**src/rtl/ita_step_sequencer.sv**
```systemverilog
// Step sequencer for one ITA layer: walks the layer's step list and issues each step once per tile.
// Optional feature: define ITA_SEQ_PERF_EN to add the perf_cycles_o busy-cycle counter.
module ita_step_sequencer #(
  parameter int TileW = 32
) (
  input  logic             clk_i,
  input  logic             rst_i,
  input  logic             start_i,
  input  logic [1:0]       layer_i,
  input  logic [TileW-1:0] tile_s_i,
  input  logic [TileW-1:0] tile_e_i,
  input  logic [TileW-1:0] tile_p_i,
  input  logic [TileW-1:0] tile_f_i,
  output logic [3:0]       step_o,
  output logic [TileW-1:0] tile_idx_o,
  output logic             step_valid_o,
  input  logic             step_ready_i,
  input  logic             step_done_i,
  output logic             busy_o,
  output logic             done_o
`ifdef ITA_SEQ_PERF_EN
  ,
  output logic [31:0]      perf_cycles_o
`endif
);

  typedef enum logic [1:0] {
    LAYER_ATTN   = 2'd0,
    LAYER_FF     = 2'd1,
    LAYER_LINEAR = 2'd2,
    LAYER_SINGLE = 2'd3
  } layer_e;

  typedef enum logic [3:0] {
    STEP_IDLE   = 4'd0,
    STEP_Q      = 4'd1,
    STEP_K      = 4'd2,
    STEP_V      = 4'd3,
    STEP_QK     = 4'd4,
    STEP_AV     = 4'd5,
    STEP_OW     = 4'd6,
    STEP_F1     = 4'd7,
    STEP_F2     = 4'd8,
    STEP_MATMUL = 4'd9
  } step_e;

  typedef enum logic [1:0] {
    S_IDLE,
    S_ISSUE,
    S_WAIT,
    S_FINISH
  } state_e;

  function automatic step_e first_step(input layer_e layer);
    case (layer)
      LAYER_FF:     return STEP_F1;
      LAYER_LINEAR: return STEP_MATMUL;
      default:      return STEP_Q;
    endcase
  endfunction

  // STEP_IDLE marks the end of the layer's step list.
  function automatic step_e next_step(input layer_e layer, input step_e step);
    case (step)
      STEP_Q:  return STEP_K;
      STEP_K:  return STEP_V;
      STEP_V:  return STEP_QK;
      STEP_QK: return STEP_AV;
      STEP_AV: return (layer == LAYER_ATTN) ? STEP_OW : STEP_IDLE;
      STEP_F1: return STEP_F2;
      default: return STEP_IDLE;
    endcase
  endfunction

  function automatic logic [TileW-1:0] tile_count(
    input step_e            step,
    input logic [TileW-1:0] n_s,
    input logic [TileW-1:0] n_e,
    input logic [TileW-1:0] n_p,
    input logic [TileW-1:0] n_f
  );
    case (step)
      STEP_Q, STEP_K, STEP_V, STEP_OW: return n_e;
      STEP_QK, STEP_AV:                return n_s;
      STEP_F1, STEP_F2:                return n_f;
      STEP_MATMUL:                     return n_p;
      default:                         return '0;
    endcase
  endfunction

  state_e           state_q;
  layer_e           layer_q;
  step_e            step_q;
  logic [TileW-1:0] tile_s_q, tile_e_q, tile_p_q, tile_f_q;

  step_e            start_step, nxt_step;
  logic [TileW-1:0] start_n, cur_n, nxt_n;
  logic             last_tile, advance;

  assign start_step = first_step(layer_e'(layer_i));
  assign start_n    = tile_count(start_step, tile_s_i, tile_e_i, tile_p_i, tile_f_i);
  assign cur_n      = tile_count(step_q, tile_s_q, tile_e_q, tile_p_q, tile_f_q);
  assign nxt_step   = next_step(layer_q, step_q);
  assign nxt_n      = tile_count(nxt_step, tile_s_q, tile_e_q, tile_p_q, tile_f_q);
  assign last_tile  = (tile_idx_o == cur_n - TileW'(1));

  // A zero-count step is consumed by its single ISSUE evaluation cycle without a handshake.
  assign advance = ((state_q == S_ISSUE) && (cur_n == '0)) ||
                   ((state_q == S_WAIT) && step_done_i && last_tile);

  assign step_o = step_q;

  // NOTE: the latched layer config is cleared by reset too, so an aborted layer leaves no stale state.
  always_ff @(posedge clk_i or posedge rst_i) begin
    if (rst_i) begin
      state_q      <= S_IDLE;
      layer_q      <= LAYER_ATTN;
      step_q       <= STEP_IDLE;
      tile_s_q     <= '0;
      tile_e_q     <= '0;
      tile_p_q     <= '0;
      tile_f_q     <= '0;
      tile_idx_o   <= '0;
      step_valid_o <= 1'b0;
      busy_o       <= 1'b0;
      done_o       <= 1'b0;
    end else begin
      done_o <= 1'b0;
      if (advance) begin
        tile_idx_o <= '0;
        if (nxt_step == STEP_IDLE) begin
          state_q      <= S_FINISH;
          step_q       <= STEP_IDLE;
          step_valid_o <= 1'b0;
          done_o       <= 1'b1;
        end else begin
          state_q      <= S_ISSUE;
          step_q       <= nxt_step;
          step_valid_o <= (nxt_n != '0);
        end
      end else begin
        case (state_q)
          S_IDLE: begin
            if (start_i) begin
              layer_q      <= layer_e'(layer_i);
              tile_s_q     <= tile_s_i;
              tile_e_q     <= tile_e_i;
              tile_p_q     <= tile_p_i;
              tile_f_q     <= tile_f_i;
              step_q       <= start_step;
              tile_idx_o   <= '0;
              step_valid_o <= (start_n != '0);
              busy_o       <= 1'b1;
              state_q      <= S_ISSUE;
            end
          end
          S_ISSUE: begin
            if (step_ready_i) begin
              step_valid_o <= 1'b0;
              state_q      <= S_WAIT;
            end
          end
          S_WAIT: begin
            if (step_done_i) begin
              tile_idx_o   <= tile_idx_o + TileW'(1);
              step_valid_o <= 1'b1;
              state_q      <= S_ISSUE;
            end
          end
          default: begin
            busy_o  <= 1'b0;
            state_q <= S_IDLE;
          end
        endcase
      end
    end
  end

`ifdef ITA_SEQ_PERF_EN
  always_ff @(posedge clk_i or posedge rst_i) begin
    if (rst_i) begin
      perf_cycles_o <= '0;
    end else if ((state_q == S_IDLE) && start_i) begin
      perf_cycles_o <= '0;
    end else if (busy_o && (perf_cycles_o != '1)) begin
      perf_cycles_o <= perf_cycles_o + 32'd1;
    end
  end
`endif

endmodule
```
**config.mk**
```make
export PLATFORM = sky130hd
export DESIGN_NAME = ita_step_sequencer
export DESIGN_NICKNAME = d
export VERILOG_FILES = /design/src/rtl/ita_step_sequencer.sv
export SDC_FILE = /design/constraint.sdc
export NUM_CORES = 1
export LEC_CHECK = 0
export BUFFER_PORTS_ARGS = -buffer_cell sky130_fd_sc_hd__buf_2
export CAP_MARGIN = 25
export CELL_PAD_IN_SITES_DETAIL_PLACEMENT = 1
export CELL_PAD_IN_SITES_GLOBAL_PLACEMENT = 1
export CORE_MARGIN = 1.5
export CORE_UTILIZATION = 38
export CTS_CLUSTER_SIZE = 30
export DETAILED_ROUTE_END_ITERATION = 7
export GPL_TIMING_DRIVEN = 0
export PLACE_DENSITY_LB_ADDON = 0.1
export SLEW_MARGIN = 0
export SYNTH_ARGS = -nofsm -noshare
export SYNTH_HDL_FRONTEND = slang
export SYNTH_SLANG_ARGS = --single-unit
export TNS_END_PERCENT = 20
```
**constraint.sdc**
```tcl
create_clock -name clk_i -period 7.2 [get_ports clk_i]
set_input_delay 1.44 -clock clk_i [delete_from_list [all_inputs] [get_ports clk_i]]
set_output_delay 1.44 -clock clk_i [all_outputs]
set_load 0.02 [all_outputs]
```
==> summary.txt, run 1 <==
Clock network
  • CTS max path bufs: 2
  • Total CTS buffers: 17
  • # Post-CTS Setup Buffers: 0
  • CTS tree: built
  • Clock Sinks: 171
  • Post-cts resize count: 0
  • Root Driver: clkbuf_16
  • Clock latency on the worst-skew pair: 460 ps
  • CTS H-Tree Depth: 4
  • Clk slew on worst S/H paths: 80 ps
  • # hold bufs at CTS: 0

Die
  • Die W: 174 µm
  • Starting Density: 38.7%
  • Core footprint: 28800 µm²
  • IO Pins: 174
  • Chip Height: 174 µm
  • Die ar.: 30300 µm²
  • Row count: 62

Logic synthesis
  • Seq/Total Area, Yosys: 38.4%
  • Netlist cell types: 74
  • Synth warn: 0
  • Avg Inst Size Synth: 10.3 µm²
  • Mapped cell area: 11100 µm²
  • Syn Inst Count: 1079
  • Most used DFF post-synth: dfrtp_1
  • Synth Register Bits: 171
  • Synth async-reset ratio: 100%
  • Syn Nets: 1224
  • Number of synthesized flops with an enable pin: 0

Timing
  • Period utilisation layout: 83.9%
  • RSZ-0062 raised after global routing: no
  • Hold Slack: 518 ps
  • Max-Slew Margin vs Limit: 35.7%
  • Finish-stage setup viols: 0
  • Max frequency: 166 MHz
  • Worst-margin pin slew: 957 ps
  • Clk_skew: 15.5 ps
  • Final Critical Period: 6040 ps
  • Pins Over Slew Limit: 0
  • Final Hold Viols: 0

Placement
  • Detail Placement HPWL: 32.3 mm
  • GP Congestion: 0.885
  • I/O Buffers: 173

Power
  • Total internal power: 3310 µW
  • Power share of the clock group: 15.8%
  • Gate power share: 53.6%
  • Fraction of power spent switching nets: 46.6%
  • Peak VDD IR: 0.000216 V
  • Pwr Density: 472 nW/µm²
  • Lkg Pwr: 0.00555 µW
  • Sw power: 2880 µW
  • Sequential share of power: 30.6%

Hold path
  • HP Class: flip-flop to flip-flop

Final layout
  • Final net count: 1419
  • Final core utilization: 45.6%
  • # diodes: 0
  • Most frequent cells in the layout: 189 x buf_2, 171 x dfrtp_1, 100 x mux2_4
  • Commonest non-fill, non-tap cell in the layout: buf_2
  • Share of cells above drive strength 1: 29.4%
  • Area growth from synthesis to layout: 17.9%

GRT
  • GRT Util Overall: 27.8%
  • Pin count of the biggest net entering global routing: 96
  • Number of global-route vias before repair: 10200
  • Grt ovf: 0
  • First-pass GRT wire length: 64.2 mm
  • Initial antenna violation count: 0

Critical path
  • Critical Path End Type: flip-flop
  • Critical Path AT: 6380 ps
  • Critical Path Fanout Max: 10
  • Critical Path Start Type: flip-flop
  • Kind of critical path: flip-flop to flip-flop
  • CP required: 7530 ps

Detailed routing
  • Via count: 10100
  • DRT Wirelength: 41.6 mm
  • Starting DRT DRC Count: 817
  • DRC errors left: 0
  • DRT Pass-1 Iters: 6
  • DR vias/cell: 6.04
  • Antenna-violating nets left: 0
  • Detailed-route wire length per cell: 24.9 µm

Flow run
  • Max-cap viol count: 0

Outcome
  • Status: finished clean
## cell type report
| type | count | area [µm²] |
|---|---|---|
| inverter | 20 | 82.6 |
| tap | 384 | 480 |
| buffer | 72 | 407 |
| sequential | 171 | 4280 |
| timing repair buffer | 176 | 908 |
| fill | 3269 | 15700 |
| clock buffer | 18 | 429 |
| clock inverter | 14 | 169 |
| multi-input combinational | 816 | 6370 |
## cells in the mapped netlist, drive strengths merged, types with 17 or more instances
library cell | n | share of area [%]
a21oi | 55 | 2.5
a22o | 23 | 1.8
a22oi | 17 | 1.2
a311oi | 20 | 1.6
buf | 42 | 2.6
clkbuf | 30 | 1.0
dfrtp | 171 | 38
inv | 20 | 0.67
mux2 | 142 | 18
nand2 | 71 | 2.4
nand2b | 28 | 1.6
nand3 | 53 | 2.5
nand4 | 43 | 2.4
nor2 | 46 | 1.6
nor3 | 18 | 0.81
nor4 | 56 | 3.4
o21ai | 37 | 1.7
o311ai | 21 | 1.7
xnor2 | 37 | 2.9
## critical path, cell delays in order, from the launching register on
cell and delay, ps:
dfrtp_1 530, nor2b_1 330, and2_1 190, clkbuf_1 310, a221oi_1 870, ha_1 400, inv_1 100, nor4_1 430
clkbuf_1 470, nand4_1 180, xnor2_1 260, a211o_1 190, nor4_4 60, a21oi_1 200, and3_1 180, clkbuf_1 370
buf_2 460, mux2_2 380
## routing by layer
layer	routed length [µm]	track usage [%]	vias to the layer above
met2	19700	45.6	349
met5	0	0	-
li1	-	-	4520
met3	2190	3.87	49
met4	844	7.83	0
met1	18900	38.2	5175
## cells by family after synthesis
group                    Yosys count  share of synthesized area [%]
XOR/XNOR                          53                           4.17
adder cells (fa/ha/maj)           10                           1.12
flip-flops                       171                           38.4
AND/OR/NAND/NOR                  368                           18.1
multiplexers                     146                           18.1
AO/OA/AOI/OAI                    239                           15.8
buffers and inverters             92                           4.33
## sequential cells by signal, indices dropped and copies added (netlist names)
| register | cells |
|---|---|
| state_q | 2 |
| tile_s_q | 32 |
| tile_f_q | 32 |
| tile_idx_o | 32 |
| busy_o | 1 |
| step_valid_o | 1 |
| step_o | 4 |
| done_o | 1 |
| layer_q | 2 |
| tile_e_q | 32 |
| tile_p_q | 32 |
## power groups by stage
stage | Sequential [µW] | Combinational (µW) | Clock, µW
floorplan | 1660 | 2430 | 0
global placement | 1870 | 3180 | 0
detailed placement | 1890 | 3270 | 0
CTS | 1880 | 3290 | 987
global route | 1940 | 3560 | 1020
finish | 1900 | 3320 | 977
## worst paths after layout
check,from,endpoint,slack (ps),cells after the start
min in group asynchronous,rst_i,tile_idx_o[6]$_DFFE_PP0P_,1040,2
min reg2reg,tile_p_q[26]$_DFFE_PP0P_,tile_p_q[26]$_DFFE_PP0P_,520,1
min,tile_p_q[26]$_DFFE_PP0P_,tile_p_q[26]$_DFFE_PP0P_,520,1
max reg2reg,step_o[3]$_DFFE_PP0P_,tile_s_q[2]$_DFFE_PP0P_,1160,17
max,step_o[3]$_DFFE_PP0P_,tile_s_q[2]$_DFFE_PP0P_,1160,17
max in group asynchronous,rst_i,step_o[0]$_DFFE_PP0P_,5230,3
## metrics by stage
step                      TNS (ps)  worst slack (ps)  total power (µW)  cells  area (µm²)
after global routing             0               852              6520   1671       13100
after detailed placement         0              1300              5150   1639       12500
after CTS                        0              1200              6160   1671       13100
after floorplan                  0              1130              4090   1079       11100
final                            0              1160              6190   1671       13100
after global placement     -189520             -1130              5060   1636       12500
Power figures use the tool's default switching activity.
==> run 2: changes to the inputs <==
==> constraint.sdc (replaced) <==
create_clock -name clk_i -period 5.4 [get_ports clk_i]
set_input_delay 1.08 -clock clk_i [delete_from_list [all_inputs] [get_ports clk_i]]
set_output_delay 1.08 -clock clk_i [all_outputs]
set_load 0.02 [all_outputs]
==> run 2 against run 1 <==
  * Clock power increased by 31%
  * Via count decreased by 1.2%
  * Total power increased by 34%
  * Critical path type unchanged
  * Sequential power increased by 32%
  * First-iteration DRC count decreased by 9.7%
  * Utilization increased by 0.46 points
  * Sequential share of layout area decreased by 0.33 points
  * Largest cell class unchanged
==> summary.txt, run 2 (same netlist as run 1, synthesis figures left out) <==
Placement
  • Detail Placement HPWL: 32.4 mm
  • Placed Instance Area: 12600 µm²
  • I/O Buffers: 173
  • GP Congestion: 0.914

Critical path
  • CP required: 5730 ps
  • Reg2reg path depth: 17
  • Kind of critical path: flip-flop to flip-flop
  • Critical Path Fanout Max: 10
  • Critical Path AT: 5530 ps
  • Critical path, cell by cell: buf_4 -> clkbuf_1 -> buf_2 -> nand3_1 -> a311oi_1 -> a221oi_4 -> ha_1 -> xor2_1 -> nand4_1 -> nor4_1 -> nand4_1 -> nor4_4 -> a21oi_1 -> and3_2 -> buf_6 -> buf_6 -> mux2_4
  • Critical Path End Type: flip-flop
  • CP max stage delay: 580 ps
  • Worst r2r src: step_o[2]$_DFFE_PP0P_
  • Reg-to-reg endpoint: tile_p_q[5]$_DFFE_PP0P_
  • Critical Path Start Type: flip-flop
  • Slowest cell on crit path: a311oi_1
  • Reg-to-reg slack, setup: 200 ps

Hold path
  • Min-delay src: tile_p_q[25]$_DFFE_PP0P_
  • Hold EP: tile_p_q[25]$_DFFE_PP0P_
  • Worst Hold Depth: 1
  • HP Class: flip-flop to flip-flop

Timing
  • Setup_tns: 0 ps
  • Clk_skew: 17.7 ps
  • Finish-stage setup viols: 0
  • Period utilisation layout: 96.2%
  • Max-Slew Margin vs Limit: 22.8%
  • Hold Slack: 522 ps
  • RSZ-0062 raised after global routing: yes
  • Final Hold Viols: 0
  • Worst-margin pin slew: 1150 ps
  • Max frequency: 192 MHz
  • Final Critical Period: 5200 ps
  • Pins Over Slew Limit: 0

Power
  • Total internal power: 4450 µW
  • Pwr Density: 627 nW/µm²
  • Power, Total: 8320 µW
  • Lkg Pwr: 0.00562 µW
  • Gate power share: 54.5%
  • Power share of the clock group: 15.3%
  • Peak VDD IR: 0.000250 V
  • Fraction of power spent switching nets: 46.4%
  • Sw power: 3860 µW
  • Sequential share of power: 30.2%

GRT
  • First-pass GRT wire length: 63.2 mm
  • GRT Util Overall: 27.5%
  • Grt ovf: 0
  • Pin count of the biggest net entering global routing: 43
  • Number of global-route vias before repair: 10300
  • Initial antenna violation count: 0

Die
  • Die W: 174 µm
  • Core footprint: 28800 µm²
  • Chip Height: 174 µm
  • Row count: 62
  • Die ar.: 30300 µm²
  • IO Pins: 174
  • Starting Density: 38.7%

Detailed routing
  • Via count: 9967
  • DRT Pass-1 Iters: 5
  • DR vias/cell: 5.96
  • Starting DRT DRC Count: 738
  • DRT Wirelength: 41.2 mm
  • Antenna-violating nets left: 0
  • DRC errors left: 0
  • Detailed-route wire length per cell: 24.6 µm

Final layout
  • Area growth from synthesis to layout: 19.1%
  • Most frequent cells in the layout: 191 x buf_2, 171 x dfrtp_1, 100 x mux2_4
  • Finished Cell Area: 13300 µm²
  • Final core utilization: 46.1%
  • Final net count: 1421
  • # diodes: 0
  • Share of cells above drive strength 1: 31.0%
  • Commonest non-fill, non-tap cell in the layout: buf_2

Clock network
  • CTS max path bufs: 2
  • Total CTS buffers: 17
  • CTS tree: built
  • Root Driver: clkbuf_16
  • CTS H-Tree Depth: 4
  • Clock latency on the worst-skew pair: 450 ps
  • Clock Sinks: 171
  • Clk slew on worst S/H paths: 80 ps

Outcome
  • Status: finished clean

Flow run
  • Max-cap viol count: 0
[run 2: cell count changes in the layout (fill, tap and decap cells not counted), moves of 3 or more]
cell / previous run / this run
clkbuf_1: 31 / 21
inv_8: 5 / 2
a221oi_1: 6 / 2
buf_12: 0 / 4
clkbuf_2: 0 / 7
[run 2: stage by stage]
step                instances  setup slack (ps)
floorplan                1079               985
global placement         1636              -528
detailed placement       1642              -590
CTS                      1674              40.0
global route             1673             -48.0
finish                   1673               204
[run 2: area by class of cell]
type / instances / area, µm²
multi-input cells: 816 / 6440
inverters: 20 / 78.8
repair buffers: 180 / 966
flip-flops and latches: 171 / 4280
clock inverters: 14 / 173
fillers: 3319 / 15500
well taps: 384 / 480
clock buffers: 18 / 429
plain buffers: 70 / 413
[run 2: power groups by stage]
| stage | registers [µW] | clock network (µW) | logic (µW) |
|---|---|---|---|
| finish | 2510 | 1280 | 4530 |
| CTS | 2490 | 1300 | 4450 |
| global route | 2570 | 1340 | 4830 |
| global placement | 2480 | 0 | 4270 |
| floorplan | 2220 | 0 | 3240 |
| detailed placement | 2500 | 0 | 4360 |
[run 2: how the worst max path moves through the flow]
stage                               to  slack (ps)  cells after the start                   from
2_1_floorplan   layer_q[0]$_DFFE_PP0P_         980                     20  step_o[1]$_DFFE_PP0P_
3_3_place_gp     step_o[0]$_DFFE_PP0P_        -530                     16  step_o[3]$_DFFE_PP0P_
6_report       tile_p_q[5]$_DFFE_PP0P_         200                     17  step_o[2]$_DFFE_PP0P_
3_5_place_dp     step_o[0]$_DFFE_PP0P_        -590                     16  step_o[3]$_DFFE_PP0P_
5_1_grt          step_o[0]$_DFFE_PP0P_         -50                     18  step_o[2]$_DFFE_PP0P_
4_1_cts        tile_p_q[5]$_DFFE_PP0P_          40                     18  step_o[1]$_DFFE_PP0P_
[run 2: repair_timing]
item                                   CTS  global route
setup buffers                            1             0
hold buffers                             0             0
resized for setup                       12            14
pin swaps                                1             0
endpoints found under the hold margin    0             0
setup endpoints to repair              171           171
[run 2: critical path: cells and delay by family (launching register included)]
| kind | cells | cell delay, ps |
|---|---|---|
| fa+ha+maj | 1 | 340 |
| mux | 1 | 310 |
| buf+inv | 5 | 1330 |
| simple gates | 6 | 1600 |
| compound gates | 3 | 840 |
| flops | 1 | 500 |
| xor+xnor | 1 | 150 |
[run 2: metal layers]
| metal | share of wire [%] | GRT usage (%) | up-vias |
|---|---|---|---|
| met5 | 0 | 0 | - |
| met2 | 47 | 45.2 | 333 |
| met3 | 4.5 | 4.02 | 58 |
| li1 | - | - | 4517 |
| met4 | 2.6 | 9.05 | 0 |
| met1 | 46 | 36.9 | 5059 |
